<file path="src/rtl/preemph_pkg.sv">
// Shared definitions for the pre-emphasis FIR: accumulator sizing, output
// saturation and the saturation-counter width.
package preemph_pkg;

  localparam int SAT_CNT_W  = 16;
  localparam int SAT_CALC_W = 64;

  typedef struct packed {
    logic        clamped;
    logic [SAT_CALC_W-1:0] value;
  } sat_t;

  // Full-precision partial-sum width: every product plus log2(NTAPS) growth bits.
  function automatic int acc_width(input int data_w, input int coef_w, input int ntaps);
    return data_w + coef_w + $clog2(ntaps);
  endfunction

  // Clamps a sign-extended value into the signed range of data_w bits.
  function automatic sat_t saturate(input logic signed [SAT_CALC_W-1:0] v,
                                    input int data_w);
    logic signed [SAT_CALC_W-1:0] hi;
    logic signed [SAT_CALC_W-1:0] lo;
    sat_t r;
    hi = (64'sd1 <<< (data_w - 1)) - 64'sd1;
    lo = -hi - 64'sd1;
    r.clamped = 1'b0;
    r.value   = v;
    if (v > hi) begin
      r.clamped = 1'b1;
      r.value   = hi;
    end else if (v < lo) begin
      r.clamped = 1'b1;
      r.value   = lo;
    end
    return r;
  endfunction

endpackage

</file>
<file path="src/rtl/preemph_fir_if.sv">
// Sample stream into and out of the pre-emphasis FIR.
// Valid-only handshake: in_valid qualifies in_data and advances the pipeline on
// that edge (no ready, every valid sample is accepted); out_valid qualifies
// out_data, which holds its last value while out_valid is low.
interface preemph_fir_if #(
  parameter int DATA_W = 8
);

  logic                     in_valid;
  logic signed [DATA_W-1:0] in_data;
  logic                     out_valid;
  logic signed [DATA_W-1:0] out_data;

  modport master (
    output in_valid,
    output in_data,
    input  out_valid,
    input  out_data
  );

  modport slave (
    input  in_valid,
    input  in_data,
    output out_valid,
    output out_data
  );

endinterface

</file>
<file path="src/rtl/preemph_tap.sv">
// One transposed-form tap: product of the current sample and this tap's
// coefficient added to the downstream partial sum, registered when enabled.
module preemph_tap #(
  parameter int DATA_W = 8,
  parameter int COEF_W = 4,
  parameter int ACC_W  = 14
) (
  input  logic                     clk,
  input  logic                     rst_n,
  input  logic                     en,
  input  logic                     clr,
  input  logic signed [DATA_W-1:0] x,
  input  logic signed [COEF_W-1:0] c,
  input  logic signed [ACC_W-1:0]  sum_in,
  output logic signed [ACC_W-1:0]  sum_out
);

  localparam int PW = DATA_W + COEF_W;

  logic signed [PW-1:0] prod;

  assign prod = PW'(x) * PW'(c);

  always_ff @(posedge clk) begin
    if (!rst_n || clr) begin
      sum_out <= '0;
    end else if (en) begin
      sum_out <= ACC_W'(prod) + sum_in;
    end
  end

endmodule

</file>
<file path="src/rtl/preemph_fir.sv">
// Transposed-form pre-emphasis FIR with double-buffered coefficients, output
// shift and saturation, and a sticky saturation-event counter.
module preemph_fir
  import preemph_pkg::*;
#(
  parameter int  DATA_W = 8,
  parameter int  COEF_W = 4,
  parameter int  NTAPS  = 4,
  parameter int  SHIFT  = 0,
  localparam int ADDR_W = $clog2(NTAPS)
) (
  input  logic                     clk,
  input  logic                     rst_n,
  input  logic                     coef_we,
  input  logic [ADDR_W-1:0]        coef_addr,
  input  logic signed [COEF_W-1:0] coef_wdata,
  input  logic                     coef_commit,
  input  logic                     flush,
  input  logic                     sat_clr,
  output logic [SAT_CNT_W-1:0]     sat_cnt,
  preemph_fir_if.slave             strm
);

  localparam int ACC_W = acc_width(DATA_W, COEF_W, NTAPS);
  localparam int PW    = DATA_W + COEF_W;

  logic signed [COEF_W-1:0] shadow     [NTAPS];
  logic signed [COEF_W-1:0] shadow_nxt [NTAPS];
  logic signed [COEF_W-1:0] active     [NTAPS];
  logic                     addr_ok;

  // Address range check only matters when NTAPS is not a power of two.
  if ((1 << ADDR_W) == NTAPS) begin : g_addr_full
    assign addr_ok = 1'b1;
  end else begin : g_addr_part
    assign addr_ok = ({1'b0, coef_addr} < (ADDR_W + 1)'(NTAPS));
  end

  // The shadow bank including this cycle's write, so a same-cycle commit sees it.
  always_comb begin
    for (int i = 0; i < NTAPS; i++) begin
      shadow_nxt[i] = shadow[i];
    end
    if (coef_we && addr_ok) begin
      shadow_nxt[coef_addr] = coef_wdata;
    end
  end

  always_ff @(posedge clk) begin
    if (!rst_n) begin
      for (int i = 0; i < NTAPS; i++) begin
        shadow[i] <= (i == 0) ? COEF_W'(1) : '0;
        active[i] <= (i == 0) ? COEF_W'(1) : '0;
      end
    end else begin
      for (int i = 0; i < NTAPS; i++) begin
        shadow[i] <= shadow_nxt[i];
      end
      if (coef_commit) begin
        for (int i = 0; i < NTAPS; i++) begin
          active[i] <= shadow_nxt[i];
        end
      end
    end
  end

  // psum[i] is the registered partial sum leaving tap i; psum[0] is the
  // combinational full sum, psum[NTAPS] the constant zero feeding the last tap.
  logic signed [ACC_W-1:0] psum [NTAPS+1];
  logic signed [PW-1:0]    prod0;
  logic signed [ACC_W-1:0] shifted;
  sat_t                    sat_r;
  logic                    sat_evt;

  assign psum[NTAPS] = '0;

  for (genvar i = 1; i < NTAPS; i++) begin : g_tap
    preemph_tap #(
      .DATA_W (DATA_W),
      .COEF_W (COEF_W),
      .ACC_W  (ACC_W)
    ) u_tap (
      .clk     (clk),
      .rst_n   (rst_n),
      .en      (strm.in_valid),
      .clr     (flush),
      .x       (strm.in_data),
      .c       (active[i]),
      .sum_in  (psum[i+1]),
      .sum_out (psum[i])
    );
  end

  assign prod0   = PW'(strm.in_data) * PW'(active[0]);
  assign psum[0] = ACC_W'(prod0) + psum[1];
  assign shifted = psum[0] >>> SHIFT;
  assign sat_r   = saturate(SAT_CALC_W'(shifted), DATA_W);
  assign sat_evt = strm.in_valid && !flush && sat_r.clamped;

  always_ff @(posedge clk) begin
    if (!rst_n || flush) begin
      strm.out_valid <= 1'b0;
      strm.out_data  <= '0;
    end else begin
      strm.out_valid <= strm.in_valid;
      if (strm.in_valid) begin
        strm.out_data <= DATA_W'(sat_r.value);
      end
    end
  end

  // sat_clr outranks a coincident event; the counter sticks at all-ones.
  always_ff @(posedge clk) begin
    if (!rst_n || sat_clr) begin
      sat_cnt <= '0;
    end else if (sat_evt && (sat_cnt != '1)) begin
      sat_cnt <= sat_cnt + SAT_CNT_W'(1);
    end
  end

endmodule

</file>
<file path="src/flat_wrapper.sv">
// flat-port wrapper written by rule: the top's interface ports become plain ports
module preemph_fir_flat import preemph_pkg::*;
#(
  parameter int  DATA_W = 8,
  parameter int  COEF_W = 4,
  parameter int  NTAPS  = 4,
  parameter int  SHIFT  = 0,
  localparam int ADDR_W = $clog2(NTAPS)
)
  (clk, rst_n, coef_we, coef_addr, coef_wdata, coef_commit, flush, sat_clr, sat_cnt, strm_in_valid, strm_in_data, strm_out_valid, strm_out_data);
  preemph_fir_if #(.DATA_W(DATA_W)) strm_i ();
  input  logic clk;
  input  logic rst_n;
  input  logic coef_we;
  input  logic [ADDR_W-1:0] coef_addr;
  input  logic signed [COEF_W-1:0] coef_wdata;
  input  logic coef_commit;
  input  logic flush;
  input  logic sat_clr;
  output logic [SAT_CNT_W-1:0] sat_cnt;
  input wire logic [$bits(strm_i.in_valid)-1:0] strm_in_valid;
  input wire logic [$bits(strm_i.in_data)-1:0] strm_in_data;
  output wire logic [$bits(strm_i.out_valid)-1:0] strm_out_valid;
  output wire logic [$bits(strm_i.out_data)-1:0] strm_out_data;
  assign strm_i.in_valid = strm_in_valid;
  assign strm_i.in_data = strm_in_data;
  assign strm_out_valid = strm_i.out_valid;
  assign strm_out_data = strm_i.out_data;
  preemph_fir #(.DATA_W(DATA_W), .COEF_W(COEF_W), .NTAPS(NTAPS), .SHIFT(SHIFT)) u_core (.clk(clk), .rst_n(rst_n), .coef_we(coef_we), .coef_addr(coef_addr), .coef_wdata(coef_wdata), .coef_commit(coef_commit), .flush(flush), .sat_clr(sat_clr), .sat_cnt(sat_cnt), .strm(strm_i));
endmodule
</file>
<file path="config.mk">
export PLATFORM = sky130hd
export DESIGN_NAME = preemph_fir_flat
export DESIGN_NICKNAME = d
export VERILOG_FILES = /design/src/rtl/preemph_pkg.sv /design/src/rtl/preemph_fir_if.sv /design/src/rtl/preemph_tap.sv /design/src/rtl/preemph_fir.sv /design/src/flat_wrapper.sv
export SDC_FILE = /design/constraint.sdc
export NUM_CORES = 1
export LEC_CHECK = 0
export CAP_MARGIN = 10
export CELL_PAD_IN_SITES_DETAIL_PLACEMENT = 0
export CELL_PAD_IN_SITES_GLOBAL_PLACEMENT = 2
export CORE_ASPECT_RATIO = 0.7
export CORE_UTILIZATION = 29
export DETAILED_ROUTE_END_ITERATION = 6
export GPL_TIMING_DRIVEN = 0
export HOLD_SLACK_MARGIN = 0.02
export PLACE_DENSITY = 0.62
export SLEW_MARGIN = 20
export SYNTH_ARGS = -nofsm -noshare
export SYNTH_HDL_FRONTEND = slang
export SYNTH_SLANG_ARGS = --single-unit
</file>
<file path="constraint.sdc">
create_clock -name clk -period 12.4 [get_ports clk]
set_input_delay 2.48 -clock clk [delete_from_list [all_inputs] [get_ports clk]]
set_output_delay 2.48 -clock clk [all_outputs]
set_load 0.02 [all_outputs]
</file>
==> results of run 1 <==
worst min-delay path: stages, from the launching register on:
cell and delay [ns]:
dfxtp_1 0.32, nand2_1 0.06, a21oi_1 0.05
final timing paths:
check,endpoint,slack [ns],startpoint
worst max-delay path,u_core.sat_cnt[8],4.05,strm_in_data[2]
worst min register to register,u_core.g_tap[3].u_tap.sum_out[11],0.47,u_core.g_tap[3].u_tap.sum_out[11]
worst max register to register,u_core.sat_cnt[8],6.79,u_core.active[0][0]
worst min-delay path,u_core.g_tap[3].u_tap.sum_out[11],0.47,u_core.g_tap[3].u_tap.sum_out[11]
layer usage:
layer | vias up | routed length [um] | track usage, %
met5 | - | 0 | 0
met4 | 0 | 235 | 3.41
met3 | 14 | 1010 | 2.86
met2 | 101 | 10100 | 21.2
met1 | 3450 | 15700 | 27.4
li1 | 3650 | - | -
metrics by stage:
stage	hold slack (ns)	instance area (um2)
6_report	0.474	11100
5_1_grt	0.494	11100
4_1_cts	0.478	11100
3_5_place_dp	0.460	10800
3_3_place_gp	0.456	10800
2_1_floorplan	0.439	9820
sequential cells by signal, indices dropped and copies added, names as in the netlist:
register / cells
u_core.strm.out_valid: 1
u_core.g_tap.u_tap.sum_out: 39
u_core.strm.out_data: 8
u_core.shadow: 16
u_core.sat_cnt: 16
u_core.active: 16
cell type report:
cell class              count  area share, %
plain buffers              42           1.75
clock inverters             7          0.654
repair buffers             44           3.97
diodes                      3         0.0677
clock buffers               9           2.03
flip-flops and latches     96           18.8
well taps                 427           4.82
inverters                 165           5.58
multi-input cells         769           62.4
cell usage in the layout (no fill, tap or decap), types with 6 or more instances in the layout:
cell             Yosys  routed
o21ai_1              7       7
nand2_1             71      71
xor2_1               6       6
a21oi_1             56      56
a21o_1              10      10
nor2_1              45      45
nor2b_1             31      31
nand2b_1            27      27
clkdlybuf4s50_1      0      44
nor3_1              12      12
and2_1              72      72
ha_1               104     104
or4_1                7       7
or3_1                6       6
o31ai_1              7       7
o21ai_0             27      27
nand3_1             22      22
fa_1               105     105
mux2i_1             35      35
clkbuf_1            31      31
a211oi_1             8       8
clkbuf_16            0       9
o211ai_1             6       6
xnor2_1             26      26
inv_1              165     165
edfxtp_1            16      16
dfxtp_1             80      80
cell families (layout without fill, tap and decap cells):
kind of cell	Yosys count	in the layout	synth area share, %
muxes	38	38	4.07
adders and majority gates	209	209	34.7
buffers and inverters	207	267	8.29
xor gates and xnor gates	33	33	3.14
AOI/OAI and AO/OA	166	166	10.9
other	0	3	0
and+or+nand+nor	323	323	17.8
DFF	96	96	21.2
report_power, final:
part	total [mW]	leakage [nW]	switching [mW]	internal [mW]
clock	0.297	0.144	0.154	0.143
combinational	0.464	4.14	0.271	0.193
sequential	0.346	0.824	0.0152	0.331
==> results.md, run 1 <==
- Outcome: completed
- Top-level port count: 46
- Pin count of the biggest net entering global routing: 20
- Area leader, netlist: fa_1
- Ys Warns: 0
- Leak pwr: between 5 and 6 nW
- WL/cell: 17.3 um
- PD cells: 99.8 nW/um2
- Max Clk Rate: ~0.12 GHz
- RSZ-0062 raised after global routing: false
- Total power: about 1.1 mW
- Sequential Area: 2080 um2
- CP Data Required Time: ~13 ns
- Clock Path Buffers: 2
- Placed insts: 1543
- Die area: 34600 um2
- Max-cap viol count: 0
- Initial core utilization: 29.9%
- GRT Util Overall: 16.5%
- CP Capture Type: register
- Layout cells sized above 1: 3.80%
- Setup repair bufs after CTS: 0
- Syn Area/Cell: 9.16 um2
- DP HPWL: 21500 um
- Crit path time final: about 8.3 ns
- # H-tree levels: 3
- Area occupied by multi-input gates: 6920 um2
- Hold buffers post-CTS: 0
- Commonest cells post-synth: 165 x inv_1, 105 x fa_1, 104 x ha_1
- Max_slew headroom: a little under a third
- Core occupancy in the finished layout: 33.8%
- Depth of the most critical reg-to-reg path: 17
- Critical path's slowest cell: clkdlybuf4s50_1
- Worst vdd ir: 0.0553 mV
- Setup TNS: 0 ns
- Fin. Hold Viols: 0
- Antenna violations before repair: 0
- Yosys cell types: 67
- Post-synth ARST share: 0%
- Nets: 1357
- Die boundary height: 156 um
- Clk pin slew, worst setup/hold paths: approximately 0.080 ns
- Worst-margin pin slew: 1.04 ns
- Sequential fraction of the synthesis area: 21.2%
- Vias in the first global route: ~6900
- Synthesized Nets: roughly 1300
- CP delay by family, top: adder cells
- WP data arrival: between 8 and 9 ns
- Worst skew pair latency: 0.38 ns
- CTS buffer count: 9
- Buf+Inv Stages, Crit Path: 5
- Final ANT Viol Nets: 0
- Ranking of synthesized cells by area: fa_1 21%, dfxtp_1 16%, ha_1 13%
- Vias per cell: 4.62
- Crit start category: primary input
- CP Cell Sequence: clkdlybuf4s50_1, clkbuf_1, nand2_1, fa_1, fa_1, fa_1, inv_1, fa_1, a211oi_2, o21ai_1, a211o_1, a211oi_1, or4b_4, mux2i_4, buf_6, buf_8, o31ai_1, a21oi_1
- Post-cts resize count: 0
- CP most frequent cell: fa_1
- Core area: about 33000 um2
- Crit path depth: 18
- # fillers: 3468
- Congestion Overflow GR: 0
- CP peak stage delay: between 0.7 and 0.8 ns
- Top-count cell post-synth: inv_1
- Rows: 55
- WHS Path Cells: 2
- Final Cycle Share: between 60% and 70%
- DR DRC count: 0
- Pre-CTS setup slack: between 3 and 4 ns
- Skew final: 0.00759 ns
- Clock sinks: 96
- Die Wd: 222 um
- CP Max Fanout: 10
- Placer Congestion: about 0.77
- Final WL: between 20000 and 30000 um
- Final worst setup slack: 4.05 ns
- Syn-to-layout area delta: 13.0%
- Yosys reg bits: 96
- EDFF count, synth: 16
- Type of the most critical hold path: reg -> reg
- IO Port Bufs: 44
- Drt first pass iters: 5
- Crit Path Class: in -> reg
- DR vias: 7215
- Syn Inst Count: ~1100
- DRT iter0 DRCs: 356
- Final setup vio count: 0
- TritonCTS clock tree: built
- Fin cells: 1562
- Top_reg_cell synth: dfxtp_1
- First-pass GRT wire length: 42600 um
- CTS Root Cell: clkbuf_16
- Final Max Tran Viols: 0
- Top cell type's share of synthesized area: 21.4%
- Area of the mapped netlist: 9820 um2
Note: power is estimated with default switching activity, not from simulation.
==> run 2, diff against run 1 <==
PLACE_DENSITY = 0.64   (was 0.62)
clock period = 7.3 ns   (was 12.4 ns; I/O delays follow)
==> run 2 against run 1 <==
Die area stayed put; combinational power is 71% higher; worst setup slack worse by 3.7 ns; global-route usage is 0.18 points lower; register-to-register slack worse by 5.2 ns; power is 69% higher; first-iteration DRC count is 13% higher; highest routed layer unchanged; via count is 1.5% higher; clock power is 63% higher.
==> results.md, run 2 (synthesis gave the netlist of run 1 again) <==
- Placer Congestion: 0.760
- Setup TNS: 0 ns
- Outcome: completed
- Comb power frac: 42.5%
- Clock Path Buffers: 2
- Hold Startpoint: u_core.g_tap[1].u_tap.sum_out[8]
- Max-cap viol count: 0
- Vias in the first global route: slightly below 7000
- Max Clk Rate: roughly 0.14 GHz
- CTS buffer count: 9
- Worst skew pair latency: ~0.38 ns
- Depth of the most critical reg-to-reg path: 16
- Critical path's slowest cell: clkdlybuf4s50_1
- Buf+Inv Stages, Crit Path: 6
- Final WL: 26900 um
- GRT Util Overall: 16.3%
- Die area: 34600 um2
- Leak pwr: 5.14 nW
- Worst-margin pin slew: between 1 and 1.5 ns
- IO Port Bufs: 44
- Commonest non-fill, non-tap cell in the layout: inv_1
- CP Max Fanout: 10
- Pin count of the biggest net entering global routing: 18
- Reg2reg start: u_core.active[0][3]
- WP data arrival: 7.24 ns
- CP Data Required Time: 7.60 ns
- Crit path from: strm_in_data[0]
- WHS Path Cells: 2
- Nets: roughly 1400
- Final worst setup slack: 0.357 ns
- Crit path time final: roughly 6.9 ns
- DRT iter0 DRCs: 403
- Antenna cell count: 0
- CP delay by family, top: adder cells
- Most frequent cells in the layout: 165 x inv_1, 105 x fa_1, 104 x ha_1, 80 x dfxtp_1, 72 x and2_1
- RSZ-0062 raised after global routing: false
- # H-tree levels: 3
- Worst vdd ir: 0.0877 mV
- Final setup vio count: 0
- Crit start category: primary input
- Clk pin slew, worst setup/hold paths: 0.08 ns
- Flop2flop setup slack: ~1.6 ns
- Die Wd: 222 um
- Drt first pass iters: 4
- Total power: 1.87 mW
- First-pass GRT wire length: 42100 um
- CTS Root Cell: clkbuf_16
- PD cells: about 170 nW/um2
- Largest reg by FF count: u_core.g_tap.u_tap.sum_out
- NetSw: approximately 0.74 mW
- Skew final: 0.00904 ns
- Layout cells sized above 1: 4.24%
- Max reg flops: 39
- Antenna violations before repair: 0
- Final Max Tran Viols: 0
- Worst Hold Path EP: u_core.g_tap[1].u_tap.sum_out[8]
- WL/cell: 17.3 um
- DR DRC count: 0
- Final Cycle Share: a little over nine tenths
- Fin cells: 1559
- Clock sinks: 96
- Initial core utilization: approximately 30%
- DP HPWL: 21400 um
- # fillers: 3457
- Cell Int Power: 1.13 mW
- Congestion Overflow GR: 0
- TritonCTS clock tree: built
- Final ANT Viol Nets: 0
- Vias per cell: 4.70
- Sw frac: 39.6%
- Worst hold margin: 0.478 ns
- Hold buffers post-CTS: 0
- Crit Path Class: in -> reg
- CP peak stage delay: 0.69 ns
- CP Cell Sequence: clkdlybuf4s50_1, clkbuf_1, and2_1, ha_1, ha_1, inv_1, fa_1, inv_1, ha_1, fa_1, a211oi_2, o21ai_1, a211o_1, a211oi_1, or4b_4, mux2i_4, buf_6, buf_8, o21ai_1, a21oi_1
- Seq pwr share: a little under a third
- Core area: 32800 um2
- Type of the most critical hold path: reg -> reg
- Fin. Hold Viols: 0
- Rows: 55
- CP Capture Type: register
- Max_slew headroom: 29.3%
- Clock network power share: 26.0%
- Die boundary height: roughly 160 um
- Syn-to-layout area delta: 12.9%
- CP most frequent cell: ha_1
- FF-to-FF End: u_core.sat_cnt[2]
- Top-level port count: 46
- DR vias: 7320
- Placed insts: around 1500
- Pre-CTS setup slack: -0.502 ns
[run 2: cell types whose count changed in the layout (fill, tap and decap cells not counted), sizes merged]
cell and delta:
clkdlybuf4s50 -3, diode -3, inv -2, clkinv +2, dlymetal6s2s +3
[run 2: power groups by stage]
stage          logic, mW  registers (mW)  clock network (mW)
3_5_place_dp       0.793           0.601                   0
4_1_cts            0.799           0.588               0.509
3_3_place_gp       0.794           0.601                   0
5_1_grt            0.899           0.592               0.526
6_report           0.792           0.588               0.485
2_1_floorplan      0.595           0.595                   0
[run 2: worst min-delay path, cell delays in order (launching register included)]
cell,delay [ns]
dfxtp_1,0.32
nand2_1,0.06
a21oi_1,0.05
[run 2: timing repair]
action                     4_1_cts  5_1_grt
gates resized for setup          2       11
buffers inserted                 0        0
setup endpoints to repair       12       18
[run 2: per-layer routing]
layer,vias to the layer above,track usage [%],part of all wire [%]
li1,3649,-,-
met1,3577,27.1,59
met2,81,21.1,37
met3,13,2.56,2.8
met4,0,3.57,0.89
met5,-,0,0
[run 2: stage by stage]
stage / instance area (um2) / utilization [%]
global placement: 10800 / 32.9
detailed placement: 10800 / 32.9
CTS: 11100 / 33.7
floorplan: 9820 / -
finish: 11100 / 33.8
global route: 11100 / 33.8
[run 2: worst max path at each step]
stage,endpoint,slack [ns],cells after the start
2_1_floorplan,u_core.sat_cnt[1],1.34,17
3_3_place_gp,u_core.sat_cnt[6],-0.54,18
3_5_place_dp,u_core.sat_cnt[4],-0.50,18
4_1_cts,u_core.sat_cnt[4],0.03,19
5_1_grt,u_core.sat_cnt[1],0.01,20
6_report,u_core.sat_cnt[2],0.36,20
[run 2: cell type report]
type / instances / area [um2] / share of cell area (%)
tap: 427 / 534 / 4.82
clock buffer: 9 / 225 / 2.03
buffer: 42 / 201 / 1.82
inverter: 165 / 619 / 5.59
clock inverter: 7 / 53.8 / 0.485
sequential: 96 / 2080 / 18.8
multi-input combinational: 769 / 6920 / 62.4
timing repair buffer: 44 / 448 / 4.04
==> run 3, diff against run 2 <==
DONT_BUFFER_PORTS = 1   (was default)
PLACE_DENSITY = 0.61   (was 0.64)
==> run 3 against run 2 <==
Combinational power shrank 5.1%; count of clock-buffer cells in the layout grew 1; sequential share of layout area grew 0.74 points; clock skew shrank 0.0035 ns; worst hold slack lost 0.0020 ns; global-route usage grew 0.16 points; power grew 0.79%; critical path type unchanged; critical endpoint is now u_core.sat_cnt[4].
==> results.md, run 3 (synthesis gave the netlist of run 1 again) <==
- Outcome: completed
- CP Max Fanout: 10
- Setup TNS: 0 ns
- GRT Util Overall: around 17%
- Final setup vio count: 0
- Worst skew pair latency: 0.39 ns
- Die area: 34600 um2
- Rows: 55
- Worst vdd ir: 0.111 mV
- Depth of the most critical reg-to-reg path: 16
- Leak pwr: 4.95 nW
- Drt first pass iters: 4
- Crit Path Class: in -> reg
- TritonCTS clock tree: built
- IO Port Bufs: 0
- Max_slew headroom: 29.7%
- Nets: 1313
- Syn-to-layout area delta: 8.67%
- RSZ-0062 raised after global routing: false
- Final Cycle Share: roughly 89%
- Fin. Hold Viols: 0
- Die Wd: 222 um
- Crit start category: primary input
- Max reg flops: 39
- Final worst setup slack: 0.808 ns
- Fin cells: about 1500
- WL/cell: 17.9 um
- Clk pin slew, worst setup/hold paths: 0.08 ns
- Pin count of the biggest net entering global routing: 20
- PD cells: 176 nW/um2
- Initial core utilization: ~30%
- Crit path time final: approximately 6.5 ns
- CP most frequent cell: fa_1
- Placed Area: a little over 10000 um2
- Setup repair bufs after CTS: 0
- Die boundary height: approximately 160 um
- Commonest non-fill, non-tap cell in the layout: inv_1
- CTS buffer count: 9
- CP Capture Type: register
- Hold buffers post-CTS: 0
- Largest reg by FF count: u_core.g_tap.u_tap.sum_out
- CP Data Required Time: 7.62 ns
- Clock Path Buffers: 2
- Final WL: about 27000 um
- Post-route cell area: 10700 um2
- Max-cap viol count: 0
- Type of the most critical hold path: reg -> reg
- WP data arrival: about 7 ns
- Final Max Tran Viols: 0
- Antenna violations before repair: 0
- Vias per cell: 4.71
- CP Cell Sequence: clkbuf_1, nand2_1, fa_1, fa_1, fa_1, inv_1, fa_1, a211oi_2, o21ai_1, a211o_1, a211oi_1, or4b_4, mux2i_4, buf_6, buf_8, o21ai_1, a21oi_1
- Total power: roughly 1.9 mW
- Pre-CTS setup slack: 0.396 ns
- Worst-margin pin slew: roughly 1.1 ns
- Placed insts: approximately 1500
- Max Clk Rate: 0.154 GHz
- # H-tree levels: 3
- Most frequent cells in the layout: 165 x inv_1, 105 x fa_1, 104 x ha_1, 80 x dfxtp_1, 72 x and2_1
- Final ANT Viol Nets: 0
- Critical path's slowest cell: or4b_4
- Core area: about 33000 um2
- DR vias: 7141
- Layout cells sized above 1: 3.95%
- Vias in the first global route: slightly below 7000
- Antenna cell count: 0
- First-pass GRT wire length: 42500 um
- Congestion Overflow GR: 0
- Placer Congestion: about 0.75
- WHS Path Cells: 2
- DRT iter0 DRCs: 350
- DP HPWL: 21500 um
- Skew final: roughly 0.0055 ns
- CP peak stage delay: 0.56 ns
- Post-cts resize count: 0
- Clock sinks: 96
- Top-level port count: 46
- DR DRC count: 0
- CTS Root Cell: clkbuf_16
## run 3: cell types whose count changed in the layout (fill, tap and decap cells not counted)
cell	before	now
clkdlybuf4s50_1	41	0
clkbuf_1	25	31
clkbuf_2	6	0
dlymetal6s2s_1	3	0
inv_8	1	3
clkbuf_16	9	10
clkinv_1	1	0
clkinv_2	1	0
clkinv_4	1	0
clkinv_8	0	1
inv_6	2	1
## run 3: final timing paths
check	startpoint	endpoint	slack, ns
max	strm_in_data[1]	u_core.sat_cnt[4]	0.81
min	u_core.g_tap[3].u_tap.sum_out[11]	u_core.g_tap[3].u_tap.sum_out[11]	0.48
max reg2reg	u_core.active[0][3]	u_core.sat_cnt[4]	1.65
min reg2reg	u_core.g_tap[3].u_tap.sum_out[11]	u_core.g_tap[3].u_tap.sum_out[11]	0.48
## run 3: critical path: cells and delay by family
family                     cells  cell delay (ns)
and+or+nand+nor                2             0.71
AOI/OAI and AO/OA              6             1.43
buffers and inverters          4             0.85
muxes                          1             0.27
adders and majority gates      4             2.06
## run 3: layer usage
metal / part of all wire [%] / track usage, % / up-vias
li1: - / - / 3566
met1: 59 / 27.3 / 3479
met2: 36 / 20.8 / 85
met3: 4.1 / 3.26 / 11
met4: 0.88 / 3.57 / 0
met5: 0 / 0 / -
## run 3: cell type report
type                       instances  area (um2)
inverter                         165         619
buffer                            42         194
clock inverter                     6        66.3
sequential                        96        2080
multi-input combinational        769        6920
tap                              427         534
fill                            3477       22200
clock buffer                      10         250
## run 3: metrics by stage
stage | hold WS (ns) | util [%]
final | 0.476 | 32.5
after global routing | 0.501 | 32.5
after CTS | 0.481 | 32.5
after detailed placement | 0.469 | 31.5
after global placement | 0.464 | 31.5
after floorplan | 0.439 | -
## run 3: report_power, final
group          switching (mW)  total [mW]  leakage, nW  internal (mW)
Clock                   0.269       0.533        0.153          0.264
Sequential             0.0335       0.596        0.824          0.563
Combinational           0.442       0.752         3.98          0.310
